===== src/rtl/commit_sched.sv =====
// commit_sched: in-order commit window for out-of-order completion.
// Allocates tags at tail, captures CDB results, retires from head.
module commit_sched #(
  parameter int DEPTH = 8,
  parameter int TAG_W = 3
) (
  input  logic             clk,
  input  logic             rst,
  input  logic             rdy,
  input  logic             is_valid,
  input  logic [4:0]       is_dest,
  output logic [TAG_W-1:0] alloc_tag,
  output logic             alloc_en,
  output logic             full,
  input  logic             cdb_valid,
  input  logic [TAG_W-1:0] cdb_tag,
  input  logic [31:0]      cdb_value,
  input  logic [TAG_W-1:0] q1_tag,
  input  logic [TAG_W-1:0] q2_tag,
  output logic             q1_rdy,
  output logic             q2_rdy,
  output logic [31:0]      q1_val,
  output logic [31:0]      q2_val,
  output logic             commit_sgn,
  output logic [4:0]       commit_dest,
  output logic [31:0]      commit_value,
  output logic [TAG_W-1:0] commit_tag,
  input  logic             flush
);

  localparam logic [TAG_W:0] DEPTH_C = (TAG_W+1)'(DEPTH);

  logic [DEPTH-1:0] busy_q;
  logic [DEPTH-1:0] ready_q;
  logic [4:0]       dest_q  [DEPTH];
  logic [31:0]      value_q [DEPTH];
  logic [TAG_W-1:0] head_q, head_d;
  logic [TAG_W-1:0] tail_q, tail_d;
  logic [TAG_W:0]   count_q, count_d;
  logic             cdb_hit;

  // Handshake: rename wins over retire when both want the RF port.
  always_comb begin
    full       = (count_q == DEPTH_C);
    alloc_en   = is_valid & ~full & rdy & ~flush & ~rst;
    commit_sgn = busy_q[head_q] & ready_q[head_q] & rdy
               & ~flush & ~alloc_en & ~rst;
    cdb_hit    = cdb_valid & rdy & ~flush & busy_q[cdb_tag];
    alloc_tag    = tail_q;
    commit_tag   = head_q;
    commit_dest  = dest_q[head_q];
    commit_value = value_q[head_q];
  end

  // Operand lookup with same-cycle CDB forwarding.
  always_comb begin
    q1_rdy = 1'b0;
    q1_val = '0;
    q2_rdy = 1'b0;
    q2_val = '0;
    if (cdb_valid && cdb_tag == q1_tag) begin
      q1_rdy = 1'b1;
      q1_val = cdb_value;
    end else if (busy_q[q1_tag] && ready_q[q1_tag]) begin
      q1_rdy = 1'b1;
      q1_val = value_q[q1_tag];
    end
    if (cdb_valid && cdb_tag == q2_tag) begin
      q2_rdy = 1'b1;
      q2_val = cdb_value;
    end else if (busy_q[q2_tag] && ready_q[q2_tag]) begin
      q2_rdy = 1'b1;
      q2_val = value_q[q2_tag];
    end
  end

  // Pointer and occupancy next state; flush empties the window.
  always_comb begin
    head_d  = head_q;
    tail_d  = tail_q;
    count_d = count_q;
    if (flush) begin
      head_d  = '0;
      tail_d  = '0;
      count_d = '0;
    end else begin
      if (alloc_en) begin
        tail_d  = tail_q + 1'b1;
        count_d = count_q + 1'b1;
      end
      if (commit_sgn) begin
        head_d  = head_q + 1'b1;
        count_d = count_q - 1'b1;
      end
    end
  end

  // Pointer registers; frozen while rdy is low unless flushing.
  always_ff @(posedge clk) begin
    if (rst) begin
      head_q  <= '0;
      tail_q  <= '0;
      count_q <= '0;
    end else if (rdy || flush) begin
      head_q  <= head_d;
      tail_q  <= tail_d;
      count_q <= count_d;
    end
  end

  // Entry state: allocate at tail, complete via CDB, retire at head.
  always_ff @(posedge clk) begin
    if (rst || flush) begin
      busy_q  <= '0;
      ready_q <= '0;
    end else begin
      if (cdb_hit) begin
        ready_q[cdb_tag] <= 1'b1;
        value_q[cdb_tag] <= cdb_value;
      end
      if (alloc_en) begin
        busy_q[tail_q]  <= 1'b1;
        ready_q[tail_q] <= 1'b0;
        dest_q[tail_q]  <= is_dest;
      end
      if (commit_sgn) begin
        busy_q[head_q] <= 1'b0;
      end
    end
  end

endmodule


===== config.mk =====
export PLATFORM = sky130hd
export DESIGN_NAME = commit_sched
export DESIGN_NICKNAME = d
export VERILOG_FILES = /design/src/rtl/commit_sched.sv
export SDC_FILE = /design/constraint.sdc
export NUM_CORES = 1
export LEC_CHECK = 0
export ABC_CLOCK_PERIOD_IN_PS = 3000
export CORE_AREA = 5 5 261 161
export CTS_CLUSTER_DIAMETER = 40
export DETAILED_ROUTE_END_ITERATION = 8
export DIE_AREA = 0 0 266 166
export PLACE_DENSITY_LB_ADDON = 0.2
export SETUP_SLACK_MARGIN = 0.02
export SLEW_MARGIN = 20
export SYNTH_ARGS = -nofsm -noshare
export SYNTH_HDL_FRONTEND = slang
export SYNTH_SLANG_ARGS = --single-unit

===== constraint.sdc =====
create_clock -name clk -period 3 [get_ports clk]
set_input_delay 0.3 -clock clk [delete_from_list [all_inputs] [get_ports clk]]
set_output_delay 0.3 -clock clk [all_outputs]
set_load 0.03 [all_outputs]

==> results.sh, run 1 <==
export IMPL_avgRoutedWirePerCell_um=27.7
export IMPL_fillCellCount=3151
export IMPL_first_pass_iters=5
export IMPL_stdcell_count=1769
export IMPL_clkLatencyLatePin_ps=540
export IMPL_skew_ps=20.3
export IMPL_final_hold_viol_count=0
export IMPL_hold_slack_ps=469
export IMPL_synthMuxAreaShare_pct=33.3
export IMPL_synth_area_sq_um=17400
export IMPL_power_mw=10.9
export IMPL_drive_gt1_share_pct=40.1
export IMPL_finalWeightedCongestion=0.848
export IMPL_ys_types=55
export IMPL_synth_cells=1023
export IMPL_num_io_pins=164
export IMPL_row_count=57
export IMPL_antenna_found_initial=1
export IMPL_leakagePower_nw=7.25
export IMPL_die_h_um=166
export IMPL_synthSimpleGateAreaFrac_pct=4.07
export IMPL_clock_path_buffers=3
export IMPL_crit_path_max_incr_delay_ps=500
export IMPL_crit_chain="nand2_1 -> mux4_2 -> nor2_2 -> a21oi_4 -> buf_12 -> o31ai_2 -> buf_12"
export IMPL_r2r_start="busy_q[0]$_SDFF_PP0_"
export IMPL_slew_violations=0
export IMPL_cts_tree="yes"
export IMPL_setup_viol=0
export IMPL_vias_per_cell=6.25
export IMPL_endpoint="q2_val[4]"
export IMPL_status="finished, final reports clean"
export IMPL_yosys_top_cells_area="edfxtp_1, mux4_2, mux2i_1"
export IMPL_grt_max_degree=65
export IMPL_synth_seq_cells=325
export IMPL_overflow=0
export IMPL_critical_path_class="flip-flop to output pin"
export IMPL_min_period_ps=2880
export IMPL_yosys_top_cells_count="edfxtp_1, mux4_2, nand2_1, mux2i_1, o31ai_1"
export IMPL_ff2ff_path_depth=11
export IMPL_path_buf_inv=2
export IMPL_crit_top_cell="buf_12"
export IMPL_drc_errors=0
export IMPL_postRouteAntennaNets=0
export IMPL_arrival_ps=2580
export IMPL_fin_nets=1268
export IMPL_path_clk_slew_ps=50
export IMPL_area_growth_synth_to_final_pct=25.5
export IMPL_synth_flop_cell="edfxtp_1"
export IMPL_ys_seq_area_share_pct=54.3
export IMPL_tns_ps=0
export IMPL_worst_path_max_delay_cell="mux4_2"
export IMPL_reg2reg_to="count_q[3]$_SDFFE_PP0P_"
export IMPL_tritoncts_num_buffers=40
export IMPL_dp_cells=1700
export IMPL_synth_yosys_warnings=0
export IMPL_drv_cap=0
export IMPL_slew_headroom_pct=45.2
export IMPL_grt_setup_unrepaired="no"
export IMPL_critPathLaunch="busy_q[4]$_SDFF_PP0_"
export IMPL_critPathMaxFanout=23
export IMPL_worst_slew_pin_transition_ps=822
export IMPL_critPathCaptureType="output pin"
export IMPL_synth_xor_area_share_pct=0.502
export IMPL_cts_sinks=325
export IMPL_p_per_area_nw_per_um2=496
export IMPL_grt_pass1_vias=11250
export IMPL_hp_start="ready_q[1]$_SDFF_PP0_"
export IMPL_yosysTopAreaCell="edfxtp_1"
export IMPL_gr_usage_all_layers_pct=22.0
export IMPL_synth_most_common_cell="edfxtp_1"
export IMPL_grt_pass1_wl_um=73900
export IMPL_wl_um=48900
export IMPL_path_delay_family="multiplexers"
export IMPL_period_share_pct=95.9
export IMPL_worst_path_stages=7
export IMPL_drt_iter0_drc=1181
export IMPL_start_kind="flip-flop"
export IMPL_core_area_sq_um=39700
export IMPL_synth_nets=1080
export IMPL_synth_top_area_share_pct=51.0
export IMPL_post_cts_setup_buffers=0
export IMPL_die_area_sq_um=44200
export IMPL_async_flop_share_pct=0
export IMPL_peakVddDrop_v=0.000322
export IMPL_numPortBuffers=163
export IMPL_hpwl_um=30800
export IMPL_synth_top_family_by_area="multiplexers"
export IMPL_avgSynthCellArea_sq_um=17.0
export IMPL_root_buffer="clkbuf_16"
export IMPL_hold_path_class="flip-flop to flip-flop"
export IMPL_crit_required_ps=2700
export IMPL_ctsHtreeMaxLevel=2
export IMPL_fp_dieW_um=266
export IMPL_diodes=0
export IMPL_r2r_slack_ps=240
export IMPL_initial_core_util_pct=44.0
export IMPL_synth_compound_area_share_pct=4.81
export IMPL_max_freq_ghz=0.348
export IMPL_vias=11063
export IMPL_synth_edff_count=296
export IMPL_synthAdderAreaFrac_pct=0.402
[final cells by class]
type	count	area [sq um]	share of cell area, %
multi-input combinational	596	7660	35.0
tap	531	664	3.04
sequential	325	9480	43.3
inverter	16	60.1	0.275
clock inverter	26	363	1.66
timing repair buffer	232	2620	12.0
clock buffer	43	1030	4.72
[cell usage in the layout, fill, tap and decap left out, types with 5 or more instances in the layout]
master,count
buf_12,53
xor2_1,5
mux2i_1,67
buf_4,80
mux4_2,208
mux2_2,38
dlygate4sd2_1,35
a21oi_1,12
a211oi_1,8
nand2_1,87
o31ai_1,47
inv_1,12
nor3_1,5
dfxtp_1,26
clkbuf_16,41
clkinvlp_4,5
xnor2_1,5
and3_1,7
nor2_1,15
o31ai_2,17
clkdlybuf4s50_1,58
edfxtp_1,296
bufinv_16,7
[report_power, final]
part,internal [mW],leakage [nW],switching [mW]
Combinational,0.367,3.68,0.435
Sequential,4.93,2.90,0.00303
Clock,3.14,0.672,1.99
Total,8.44,7.25,2.42
[worst min path at each step]
stage                        endpoint  depth (start not counted)
3_3_place_gp    ready_q[0]$_SDFF_PP0_                          2
6_report        ready_q[1]$_SDFF_PP0_                          2
4_1_cts         ready_q[0]$_SDFF_PP0_                          2
2_1_floorplan  dest_q[0][0]$_DFFE_PP_                          0
3_5_place_dp    ready_q[0]$_SDFF_PP0_                          2
5_1_grt         ready_q[1]$_SDFF_PP0_                          2
[layer usage]
metal  vias up  routed length (um)  global-route usage [%]
met5         -                  13                       0
met4         2                 779                    4.61
met3        59                4170                    5.51
met2       480               22600                    33.6
met1      5834               21400                    32.5
li1       4688                   -                       -
[what timing repair did]
action | 4_1_cts | 5_1_grt
gates resized for setup | 45 | 14
hold buffers | 0 | 0
pin swaps | 0 | 0
endpoints found under the setup margin | 44 | 37
[cells by family after synthesis]
group / Yosys count
AO/OA/AOI/OAI: 113
XOR/XNOR: 10
adder cells (fa/ha/maj): 5
buffers and inverters: 102
flip-flops: 325
multiplexers: 314
AND/OR/NAND/NOR: 154
[stage by stage]
stage	setup slack (ps)	instance area [sq um]	util [%]
final	123	21900	55.2
after global routing	17.4	21900	55.2
after CTS	23.3	21800	55.0
after detailed placement	43.7	20400	51.5
after global placement	57.3	20400	51.5
after floorplan	40.5	17400	-
[sequential cells by signal (all words and copies together) (netlist names), named ones only]
name        flops
count_q         4
alloc_tag       3
value_q       256
ready_q         8
busy_q          8
commit_tag      3
dest_q         40
[tightest hold or removal path: stages, from the launching register on]
cell and delay (ps):
dfxtp_1 310, nand2_1 50, a21oi_1 60
Power figures use the tool's default switching activity.
==> inputs of run 2 (changes only) <==
- CTS_BUF_LIST: default -> sky130_fd_sc_hd__clkbuf_4 sky130_fd_sc_hd__clkbuf_8
- RECOVER_POWER: default -> 100
==> results.sh, run 2 (synthesis results as in run 1) <==
export IMPL_status="finished, final reports clean"
export IMPL_vias=11193
export IMPL_crit_path_max_incr_delay_ps=730
export IMPL_post_cts_setup_buffers=0
export IMPL_area_growth_synth_to_final_pct=23.3
export IMPL_pre_cts_ws_ps=43.7
export IMPL_gr_usage_all_layers_pct=21.9
export IMPL_num_io_pins=164
export IMPL_worstHoldEndpoint="ready_q[4]$_SDFF_PP0_"
export IMPL_worst_slack_ps=113
export IMPL_overflow=0
export IMPL_clock_path_buffers=3
export IMPL_ctsHtreeMaxLevel=2
export IMPL_ctsHoldBuffers=0
export IMPL_fin_nets=1279
export IMPL_reg2reg_to="count_q[3]$_SDFFE_PP0P_"
export IMPL_wl_um=49000
export IMPL_grt_max_degree=65
export IMPL_netSwitchingPower_mw=2.25
export IMPL_clkLatencyLatePin_ps=610
export IMPL_setup_viol=0
export IMPL_critPathCaptureType="output pin"
export IMPL_critPathMaxFanout=11
export IMPL_max_freq_ghz=0.346
export IMPL_worst_path_max_delay_cell="clkdlybuf4s50_1"
export IMPL_start_kind="primary input"
export IMPL_swShare_pct=23.5
export IMPL_grt_pass1_vias=11364
export IMPL_largest_reg_flops=256
export IMPL_slew_violations=0
export IMPL_slew_headroom_pct=44.7
export IMPL_final_common_cell="edfxtp_1"
export IMPL_crit_chain="clkdlybuf4s50_1 -> xnor2_1 -> nand2_1 -> nor3_2 -> nand2b_1 -> clkdlybuf4s50_1"
export IMPL_die_h_um=166
export IMPL_avgRoutedWirePerCell_um=27.4
export IMPL_peakVddDrop_v=0.000257
export IMPL_cts_resized=53
export IMPL_initial_core_util_pct=44.0
export IMPL_r2r_slack_ps=260
export IMPL_drive_gt1_share_pct=41.3
export IMPL_whs_path_depth=2
export IMPL_grt_setup_unrepaired="yes"
export IMPL_skew_ps=18.4
export IMPL_p_per_area_nw_per_um2=445
export IMPL_period_share_pct=96.2
export IMPL_tns_ps=0
export IMPL_antenna_found_initial=1
export IMPL_row_count=57
export IMPL_ff2ff_path_depth=11
export IMPL_cts_tree="yes"
export IMPL_p_int_mw=7.32
export IMPL_path_delay_family="buffers and inverters"
export IMPL_r2r_start="busy_q[4]$_SDFF_PP0_"
export IMPL_final_hold_viol_count=0
export IMPL_worst_slew_pin_transition_ps=830
export IMPL_top_regs="value_q (256), dest_q (40)"
export IMPL_path_buf_inv=2
export IMPL_p_comb_share_pct=8.3
export IMPL_arrival_ps=2590
export IMPL_crit_required_ps=2700
export IMPL_die_area_sq_um=44200
export IMPL_regMostFlops="value_q"
export IMPL_power_frac_seq_pct=51.6
export IMPL_tritoncts_num_buffers=51
export IMPL_drt_iter0_drc=1104
export IMPL_fp_dieW_um=266
export IMPL_cts_sinks=325
export IMPL_power_mw=9.57
export IMPL_numPortBuffers=163
export IMPL_path_clk_slew_ps=60
export IMPL_utilization_pct=54.2
export IMPL_first_pass_iters=5
export IMPL_hpwl_um=30800
export IMPL_crit_top_cell="clkdlybuf4s50_1"
export IMPL_hold_slack_ps=469
export IMPL_p_clk_share_pct=40.1
export IMPL_most_common_layout_cells="edfxtp_1, mux4_2, nand2_1"
export IMPL_core_area_sq_um=39700
export IMPL_vias_per_cell=6.25
export IMPL_root_buffer="clkbuf_8"
export IMPL_hp_start="ready_q[4]$_SDFF_PP0_"
export IMPL_finalWeightedCongestion=0.848
export IMPL_drv_cap=0
export IMPL_hold_path_class="flip-flop to flip-flop"
export IMPL_postRouteAntennaNets=0
export IMPL_leakagePower_nw=7.13
export IMPL_diodes=0
export IMPL_min_period_ps=2890
export IMPL_critical_path_class="primary input to output pin"
export IMPL_grt_pass1_wl_um=73800
export IMPL_drc_errors=0
## run 2: cell types whose count changed in the layout (fill, tap and decap cells not counted), moves of 8 or more
cell,delta
clkbuf_4,+12
clkbuf_8,+52
dlygate4sd2_1,-8
dlygate4sd3_1,+37
clkbuf_16,-41
clkdlybuf4s50_1,-37
clkinv_1,+9
clkinv_2,+9
## run 2: power groups by stage
stage	combinational, mW	clock (mW)	sequential (mW)
2_1_floorplan	0.451	0	5.04
3_3_place_gp	0.797	0	5.03
3_5_place_dp	0.799	0	5.03
4_1_cts	0.804	3.94	4.94
5_1_grt	0.845	4.15	4.93
6_report	0.793	3.84	4.94
## run 2: metal layers
layer / up-vias / track usage (%) / routed length, um
met5: - / 0 / 7
met4: 2 / 4.45 / 836
met3: 71 / 5.97 / 4250
met2: 510 / 33.4 / 22700
met1: 5904 / 32.2 / 21200
li1: 4706 / - / -
## run 2: cell type report
cell class	instances	area, sq um
flip-flops and latches	325	9480
well taps	531	664
clock buffers	64	806
repair buffers	232	2610
inverters	16	60.1
multi-input cells	596	7670
fillers	3197	18200
clock inverters	27	205
## run 2: how the worst max path moves through the flow
stage | startpoint | end | slack (ps) | cells past startpoint
after global placement | rdy | count_q[3]$_SDFFE_PP0P_ | 60 | 11
after floorplan | commit_tag[1]$_SDFFE_PP0P_ | count_q[3]$_SDFFE_PP0P_ | 40 | 11
final | cdb_tag[0] | q1_rdy | 110 | 6
after detailed placement | rst | count_q[3]$_SDFFE_PP0P_ | 40 | 11
after global routing | flip-flop | commit_value[23] | -10 | 4
after CTS | busy_q[4]$_SDFF_PP0_ | q2_val[25] | 40 | 8
## run 2: per-stage QoR
step	std cells	cell area [sq um]
final	1791	21500
after detailed placement	1700	20400
after global placement	1700	20400
after global routing	1791	21500
after floorplan	1023	17400
after CTS	1791	21500
## run 2: worst register-to-register path: stages, from the launching register on
cell and delay, ps:
dfxtp_2 350, nand2_1 120, mux4_2 570, mux2i_1 230, nand2_1 140, inv_1 160
ha_1 260, a21o_1 170, a21oi_1 230, a21boi_0 130, o221ai_1 190, o2bb2ai_1 130
==> inputs of run 3 (changes only) <==
- GPL_TIMING_DRIVEN: default -> 0
- SKIP_CTS_REPAIR_TIMING: default -> 1
==> results.sh, run 3 (synthesis results as in run 1) <==
export IMPL_ctsHtreeMaxLevel=2
export IMPL_stdcell_count=1827
export IMPL_drc_errors=0
export IMPL_regArea_sq_um=9480
export IMPL_area_growth_synth_to_final_pct=24.1
export IMPL_min_period_ps=2980
export IMPL_fillCellCount=3230
export IMPL_leakagePower_nw=7.56
export IMPL_grt_max_degree=22
export IMPL_fp_dieW_um=266
export IMPL_start_kind="primary input"
export IMPL_initial_core_util_pct=44.0
export IMPL_overflow=0
export IMPL_drive_gt1_share_pct=43.6
export IMPL_final_common_cell="edfxtp_1"
export IMPL_power_frac_seq_pct=51.1
export IMPL_postRouteAntennaNets=0
export IMPL_grt_setup_unrepaired="yes"
export IMPL_gr_usage_all_layers_pct=24.2
export IMPL_cts_sinks=325
export IMPL_tritoncts_num_buffers=52
export IMPL_skew_ps=13.4
export IMPL_setup_viol=0
export IMPL_critical_path_class="primary input to output pin"
export IMPL_slew_headroom_pct=28.2
export IMPL_endpoint="q2_val[23]"
export IMPL_avgRoutedWirePerCell_um=29.8
export IMPL_reg2reg_to="count_q[3]$_SDFFE_PP0P_"
export IMPL_worst_path_max_delay_cell="mux4_2"
export IMPL_path_buf_inv=4
export IMPL_drv_cap=0
export IMPL_p_int_mw=7.34
export IMPL_antenna_found_initial=2
export IMPL_arrival_ps=2680
export IMPL_num_io_pins=164
export IMPL_first_pass_iters=5
export IMPL_fin_nets=1312
export IMPL_grt_pass1_vias=11938
export IMPL_hpwl_um=35800
export IMPL_critPathLaunch="q2_tag[0]"
export IMPL_most_common_layout_cells="edfxtp_1, mux4_2, nand2_1"
export IMPL_finalWeightedCongestion=0.871
export IMPL_worst_slew_pin_transition_ps=1080
export IMPL_wl_um=54500
export IMPL_regMostFlops="value_q"
export IMPL_top_regs="value_q (256), dest_q (40)"
export IMPL_r2r_start="commit_tag[1]$_SDFFE_PP0P_"
export IMPL_swShare_pct=24.0
export IMPL_largest_reg_flops=256
export IMPL_period_share_pct=99.4
export IMPL_crit_chain="clkdlybuf4s50_1 -> inv_2 -> mux4_2 -> nor2_2 -> a21oi_4 -> buf_6 -> o31ai_2 -> buf_2"
export IMPL_max_freq_ghz=0.336
export IMPL_p_comb_share_pct=8.4
export IMPL_r2r_slack_ps=190
export IMPL_clock_path_buffers=3
export IMPL_final_hold_viol_count=0
export IMPL_root_buffer="clkbuf_8"
export IMPL_path_delay_family="buffers and inverters"
export IMPL_drt_iter0_drc=1609
export IMPL_peakVddDrop_v=0.000274
export IMPL_dp_cells=1726
export IMPL_clkLatencyLatePin_ps=610
export IMPL_utilization_pct=54.6
export IMPL_die_area_sq_um=44200
export IMPL_critPathMaxFanout=10
export IMPL_netSwitchingPower_mw=2.32
export IMPL_vias=11710
export IMPL_crit_required_ps=2700
export IMPL_p_clk_share_pct=40.5
export IMPL_numPortBuffers=159
export IMPL_critPathCaptureType="output pin"
export IMPL_crit_path_max_incr_delay_ps=560
export IMPL_status="finished, final reports clean"
export IMPL_ff2ff_path_depth=11
export IMPL_core_area_sq_um=39700
export IMPL_die_h_um=166
export IMPL_path_clk_slew_ps=60
export IMPL_row_count=57
export IMPL_worst_path_stages=8
export IMPL_grt_pass1_wl_um=79300
export IMPL_vias_per_cell=6.41
export IMPL_hold_path_class="primary input to flip-flop"
export IMPL_cts_tree="yes"
export IMPL_multi_input_area_sq_um=7950
export IMPL_hold_slack_ps=90.7
export IMPL_p_per_area_nw_per_um2=446
export IMPL_slew_violations=0
-- run 3: layout make-up --
class	count	area share [%]
well taps	531	3.07
plain buffers	85	2.64
clock buffers	67	3.83
repair buffers	179	8.66
diodes	2	0.0231
inverters	16	0.278
flip-flops and latches	325	43.8
multi-input cells	596	36.7
clock inverters	26	0.960
-- run 3: power groups by stage --
stage,Sequential [mW],Combinational [mW],Clock (mW)
finish,4.94,0.807,3.91
global route,4.94,0.852,4.21
CTS,4.94,0.783,3.99
detailed placement,5.03,0.782,0
global placement,5.03,0.773,0
floorplan,5.04,0.451,0
-- run 3: through the flow --
stage                     power (mW)  worst slack [ps]  TNS (ps)  instance area [sq um]
final                           9.66              19.5         0                  21600
after global routing            9.99             -55.2      -693                  21600
after CTS                       9.71             -1210    -79920                  21100
after detailed placement        5.82              -856    -71960                  20000
after global placement          5.81             -2530   -442500                  19700
after floorplan                 5.49              40.5         0                  17400
-- run 3: metal layers --
layer	GRT usage, %	vias to the layer above	wire (um)
li1	-	4789	-
met1	34.8	6121	22000
met5	0	-	0
met2	37.0	694	25400
met4	7.00	0	1410
met3	6.23	106	5690
-- run 3: tightest hold or removal path: stages --
cell,delay (ps)
buf_2,180
o2111ai_1,110
nand2_1,50
-- run 3: worst min-delay path by stage --
stage                                from                       to  slack [ps]  depth (start not counted)
floorplan                      is_dest[0]   dest_q[0][0]$_DFFE_PP_         400                          0
global route                          rdy  count_q[0]$_SDFFE_PP0P_          60                          3
CTS                                   rdy  count_q[0]$_SDFFE_PP0P_          20                          3
finish                                rdy  count_q[0]$_SDFFE_PP0P_          90                          3
detailed placement  ready_q[2]$_SDFF_PP0_    ready_q[2]$_SDFF_PP0_         460                          2
global placement    ready_q[2]$_SDFF_PP0_    ready_q[2]$_SDFF_PP0_         460                          2
